<file path="config.mk">
export PLATFORM = sky130hd
export DESIGN_NAME = pipeline_hazard_ctrl
export DESIGN_NICKNAME = d
export VERILOG_FILES = /design/src/rtl/pipeline_hazard_ctrl.sv
export SDC_FILE = /design/constraint.sdc
export NUM_CORES = 1
export LEC_CHECK = 0
export ABC_AREA = 0
export CAP_MARGIN = 40
export CORE_MARGIN = 5
export CORE_UTILIZATION = 32
export DETAILED_ROUTE_END_ITERATION = 8
export PLACE_DENSITY = 0.67
export SYNTH_ARGS = -nofsm -noshare
export SYNTH_HDL_FRONTEND = slang
export SYNTH_SLANG_ARGS = --single-unit
</file>
<file path="constraint.sdc">
create_clock -name clk -period 2.93 [get_ports clk]
set_clock_uncertainty 0.15 [all_clocks]
set_input_delay 0.4395 -clock clk [delete_from_list [all_inputs] [get_ports clk]]
set_output_delay 0.4395 -clock clk [all_outputs]
set_load 0.02 [all_outputs]
</file>
<file path="src/rtl/pipeline_hazard_ctrl.sv">
// Stall/flush controller for the 5-stage pipe: load-use bubbles,
// branch flushes, memory freeze, halt drain and a stall-cycle counter.
module pipeline_hazard_ctrl #(
    parameter int DRAIN_CYCLES = 3,
    parameter int CNT_W        = 16
) (
    input  logic             clk,
    input  logic             rst,
    input  logic [3:0]       id_rs,
    input  logic [3:0]       id_rt,
    input  logic             id_uses_rs,
    input  logic             id_uses_rt,
    input  logic             id_hlt,
    input  logic             branch_taken,
    input  logic             id_ex_memread,
    input  logic [3:0]       id_ex_rd,
    input  logic             mem_busy,
    output logic             pc_wen,
    output logic             if_id_wen,
    output logic             if_id_flush,
    output logic             id_ex_stall,
    output logic             id_ex_bubble,
    output logic             ex_mem_wen,
    output logic             mem_wb_wen,
    output logic             halted,
    output logic [CNT_W-1:0] stall_count
);

    localparam int DW = (DRAIN_CYCLES > 1) ? $clog2(DRAIN_CYCLES) : 1;

    typedef enum logic [1:0] {
        RUN    = 2'd0,
        DRAIN  = 2'd1,
        HALTED = 2'd2
    } state_t;

    state_t        state;
    logic [DW-1:0] drain_cnt;

    logic st_halt;
    logic frz;
    logic drn;
    logic run_ok;
    logic rs_hit;
    logic rt_hit;
    logic lu;
    logic hg;
    logic br;

    // Mutually exclusive, already priority-resolved decode terms.
    assign st_halt = (state == HALTED);
    assign frz     = mem_busy && !st_halt;
    assign drn     = (state == DRAIN) && !mem_busy;
    assign run_ok  = (state == RUN) && !mem_busy;
    assign rs_hit  = id_uses_rs && (id_rs == id_ex_rd);
    assign rt_hit  = id_uses_rt && (id_rt == id_ex_rd);
    assign lu      = run_ok && id_ex_memread && (id_ex_rd != 4'd0)
                     && (rs_hit || rt_hit);
    assign hg      = run_ok && !lu && id_hlt;
    assign br      = run_ok && !lu && !id_hlt && branch_taken;

    always_comb begin
        pc_wen       = 1'b1;
        if_id_wen    = 1'b1;
        if_id_flush  = 1'b0;
        id_ex_stall  = 1'b0;
        id_ex_bubble = 1'b0;
        ex_mem_wen   = 1'b1;
        mem_wb_wen   = 1'b1;
        unique case (1'b1)
            st_halt, frz: begin
                pc_wen      = 1'b0;
                if_id_wen   = 1'b0;
                id_ex_stall = 1'b1;
                ex_mem_wen  = 1'b0;
                mem_wb_wen  = 1'b0;
            end
            drn: begin
                pc_wen       = 1'b0;
                if_id_flush  = 1'b1;
                id_ex_bubble = 1'b1;
            end
            lu: begin
                pc_wen       = 1'b0;
                if_id_wen    = 1'b0;
                id_ex_bubble = 1'b1;
            end
            hg: begin
                pc_wen      = 1'b0;
                if_id_flush = 1'b1;
            end
            br: begin
                if_id_flush = 1'b1;
            end
            default: begin
            end
        endcase
    end

    always_ff @(posedge clk) begin
        if (rst) begin
            state       <= RUN;
            drain_cnt   <= '0;
            halted      <= 1'b0;
            stall_count <= '0;
        end else begin
            if (!st_halt && !pc_wen && (stall_count != '1))
                stall_count <= stall_count + 1'b1;
            unique case (state)
                RUN: begin
                    if (hg) begin
                        state     <= DRAIN;
                        drain_cnt <= DW'(DRAIN_CYCLES - 1);
                    end
                end
                DRAIN: begin
                    if (!mem_busy) begin
                        if (drain_cnt == '0) begin
                            state  <= HALTED;
                            halted <= 1'b1;
                        end else begin
                            drain_cnt <= drain_cnt - 1'b1;
                        end
                    end
                end
                HALTED: begin
                end
                default: begin
                    state <= RUN;
                end
            endcase
        end
    end

endmodule

</file>
==> metrics.cfg <==
[status]
status = completed

[clocking]
cts_buffer_depth = 2
clock-root-buffer = clkbuf_8
postCtsHoldBufs = 0
cts.sinks = 21
numCtsBuffers = 3
cts_tree = yes
clk_latency_ns = 0.26
cts_htree_levels = 1
cts.clk_slew.worst_paths_ns = 0.08

[sta]
maxSlewHeadroom = 0.421
final.period_utilization = 0.985
worst_slew_pin_slew_ns = 0.866
rsz0062_at_grt = true
slew_violations = 0
max_freq_ghz = 0.346
fin_crit_ns = 2.89
setup_viol = 0
hold_viol = 0
worst_slack_ns = 0.0430

[pwr]
p_seq_frac = 0.451
ir_drop_uv = 231
power_density_mw_per_mm2 = 347
p_int_mw = 0.486
combPwrFrac = 0.268
p_sw_frac = 0.282
cellLeakagePower_nw = 0.695
power.switching_mw = 0.191
power_frac_clock = 0.281

[setup_path]
worstSetupPathType = flip-flop to output pin
cp-end-kind = output pin
slowest_delay_ns = 0.55
critPathArrivalTime_ns = 2.30
r2r-start = state[0]
rrSetupSlack_ns = 0.07
r2r-end = stall_count[8]
crit_required_ns = 2.34
start_kind = flip-flop
crit_fanout = 4
cp_cell_sequence = or4b_4, or4b_4, o22ai_4, buf_6, nor2_2, nor2_1, nor2_1, buf_4
reg2reg_depth = 8
crit_slowest_cell = or4b_4

[synthesis]
synthTopCellsByArea = dfxtp_1, a21oi_1, nand3_1
syn_inst = 158
synth_cell_types = 37
yosys_warnings = 0
synth_nets = 180
yosysTopAreaCellShare = 0.331
avgSynthCellArea_sq_um = 8.04
yosysTopAreaCell = dfxtp_1
yosysSeqAreaShare = 0.331
synth_area_sq_mm = 0.00127
synth.ff_latch_count = 21

[die]
rows = 22
die-area_sq_mm = 0.00533
core_area_sq_mm = 0.00374
io_pins = 44
die_h_um = 73.0
start_util = 0.339
fp.dieW_um = 73.0

[finish]
final_common_cell = clkdlybuf4s50_1
drive_gt1_frac = 0.205
synthToLayoutAreaGrowth_pct = 53.9
fillers = 382
multiInputGateArea_sq_um = 822
register_area_sq_um = 422
final_core_util = 0.522
final_cell_mix = clkdlybuf4s50_1, dfxtp_1, buf_4, a21oi_1
num_antenna_cells = 0
final_nets = 242

[global_routing]
track_usage = 0.133
antenna_found_initial = 0
grt_max_degree = 22
grt_pass1_wl_um = 5740
grt_overflow = 0
first_global_vias = 1296

[placed_design]
dpl_worst_slack_ns = -0.613
portBuffers = 43
place_congestion = 0.738
place_hpwl_um = 2520

[min_path]
hold_depth = 2
hold_path.startpoint = halted
hold_end = halted
hp-class = flip-flop to flip-flop

[routing]
postRouteAntennaNets = 0
first_pass_iters = 4
drt_iter0_drc = 40
wl_um = 3400
routedWlPerCell_um = 12.7
drc_errors = 0
drt-vias-per-instance = 5.11
dr_total_vias = 1364

[run]
cap_viol_max_count = 0

==> state kept, by name, summed over array words and instances (netlist names) <==
signal       flops
stall_count     16
halted           1
drain_cnt        2
state            2
==> synth_stat cells <==
| cell type | instances |
|---|---|
| o41a_1 | 1 |
| buf_4 | 1 |
| mux2i_1 | 1 |
| buf_2 | 1 |
| nand4_4 | 1 |
| ha_1 | 2 |
| o22ai_1 | 1 |
| nor4_1 | 2 |
| o31ai_1 | 3 |
| or4_1 | 4 |
| o21ai_0 | 13 |
| dfxtp_1 | 21 |
| or2b_1 | 1 |
| inv_1 | 9 |
| nand2b_1 | 2 |
| a21oi_1 | 17 |
| a31oi_1 | 1 |
| nor2_1 | 12 |
| or3_1 | 10 |
| or4b_4 | 2 |
| xnor2_1 | 6 |
| or4b_1 | 1 |
| a211oi_1 | 1 |
| buf_6 | 2 |
| nand2_1 | 6 |
| xor2_1 | 3 |
| and2_1 | 2 |
| and4_1 | 1 |
| a21o_1 | 1 |
| nand3_1 | 13 |
| o21ba_2 | 1 |
| a311oi_1 | 1 |
| clkbuf_1 | 3 |
| or2_2 | 1 |
| o221ai_4 | 1 |
| nor3_1 | 6 |
| and3_1 | 4 |
==> per-layer routing <==
metal,global-route usage,vias to the layer above,share of wire,wire (um)
met5,0,-,0,0
met4,0.0348,0,0.0094,32
met3,0.0303,5,0.038,129
met2,0.230,21,0.51,1720
met1,0.163,628,0.44,1510
li1,-,710,-,-
==> how the worst max path moves through the flow <==
stage                            endpoint  startpoint  depth (start not counted)  slack, ns
after detailed placement      if_id_flush    mem_busy                          9      -0.61
after global placement        if_id_flush    mem_busy                          9      -0.60
after global routing      stall_count[13]    state[0]                          8      -0.06
after CTS                     if_id_flush    mem_busy                          9      0.001
final                         if_id_flush    state[0]                          8       0.04
after floorplan               if_id_flush    mem_busy                          7       0.13
==> cells by family (layout without fill, tap and decap cells) <==
family / after synthesis / count (layout) / synth area share
mux: 1 / 1 / 0.00788
xor+xnor: 9 / 9 / 0.0621
buf+inv: 16 / 76 / 0.0630
simple gates: 68 / 69 / 0.314
flops: 21 / 21 / 0.331
fa+ha+maj: 2 / 2 / 0.0197
compound gates: 41 / 41 / 0.202
==> critical path, delay by kind of cell (launching register included) <==
kind            cells  cell delay [ns]
flops               1             0.33
simple gates        5             1.23
buf+inv             2             0.29
compound gates      1             0.19
==> power groups by stage <==
stage                     registers (mW)  clock network (mW)  logic, mW
after floorplan                    0.319                   0     0.0831
after global routing               0.308               0.213      0.199
final                              0.306               0.190      0.181
after CTS                          0.306               0.198      0.179
after global placement             0.313                   0      0.176
after detailed placement           0.312                   0      0.177
==> area by class of cell <==
type,count,share of cell area
Timing Repair Buffer,63,0.292
Clock buffer,3,0.0211
Multi-Input combinational cell,122,0.421
Clock inverter,1,0.00256
Tap cell,48,0.0307
Sequential cell,21,0.216
Inverter,9,0.0173
==> metrics by stage <==
step | hold WS [ns] | power, mW | cell area [sq um] | TNS (ns) | std cells
floorplan | 0.314 | 0.402 | 1270 | 0 | 158
global placement | 0.286 | 0.488 | 1860 | -7.22 | 261
detailed placement | 0.292 | 0.490 | 1860 | -7.60 | 261
CTS | 0.303 | 0.682 | 1920 | 0 | 265
global route | 0.321 | 0.720 | 1950 | -0.292 | 267
finish | 0.299 | 0.677 | 1950 | 0 | 267
==> repair_timing <==
| action | CTS | global route |
|---|---|---|
| pin swaps | 5 | 7 |
| cloned | 0 | 1 |
| endpoints found under the setup margin | 18 | 13 |
| setup buffers | 0 | 1 |
| gates resized for setup | 24 | 10 |
Power figures use the tool's default switching activity.
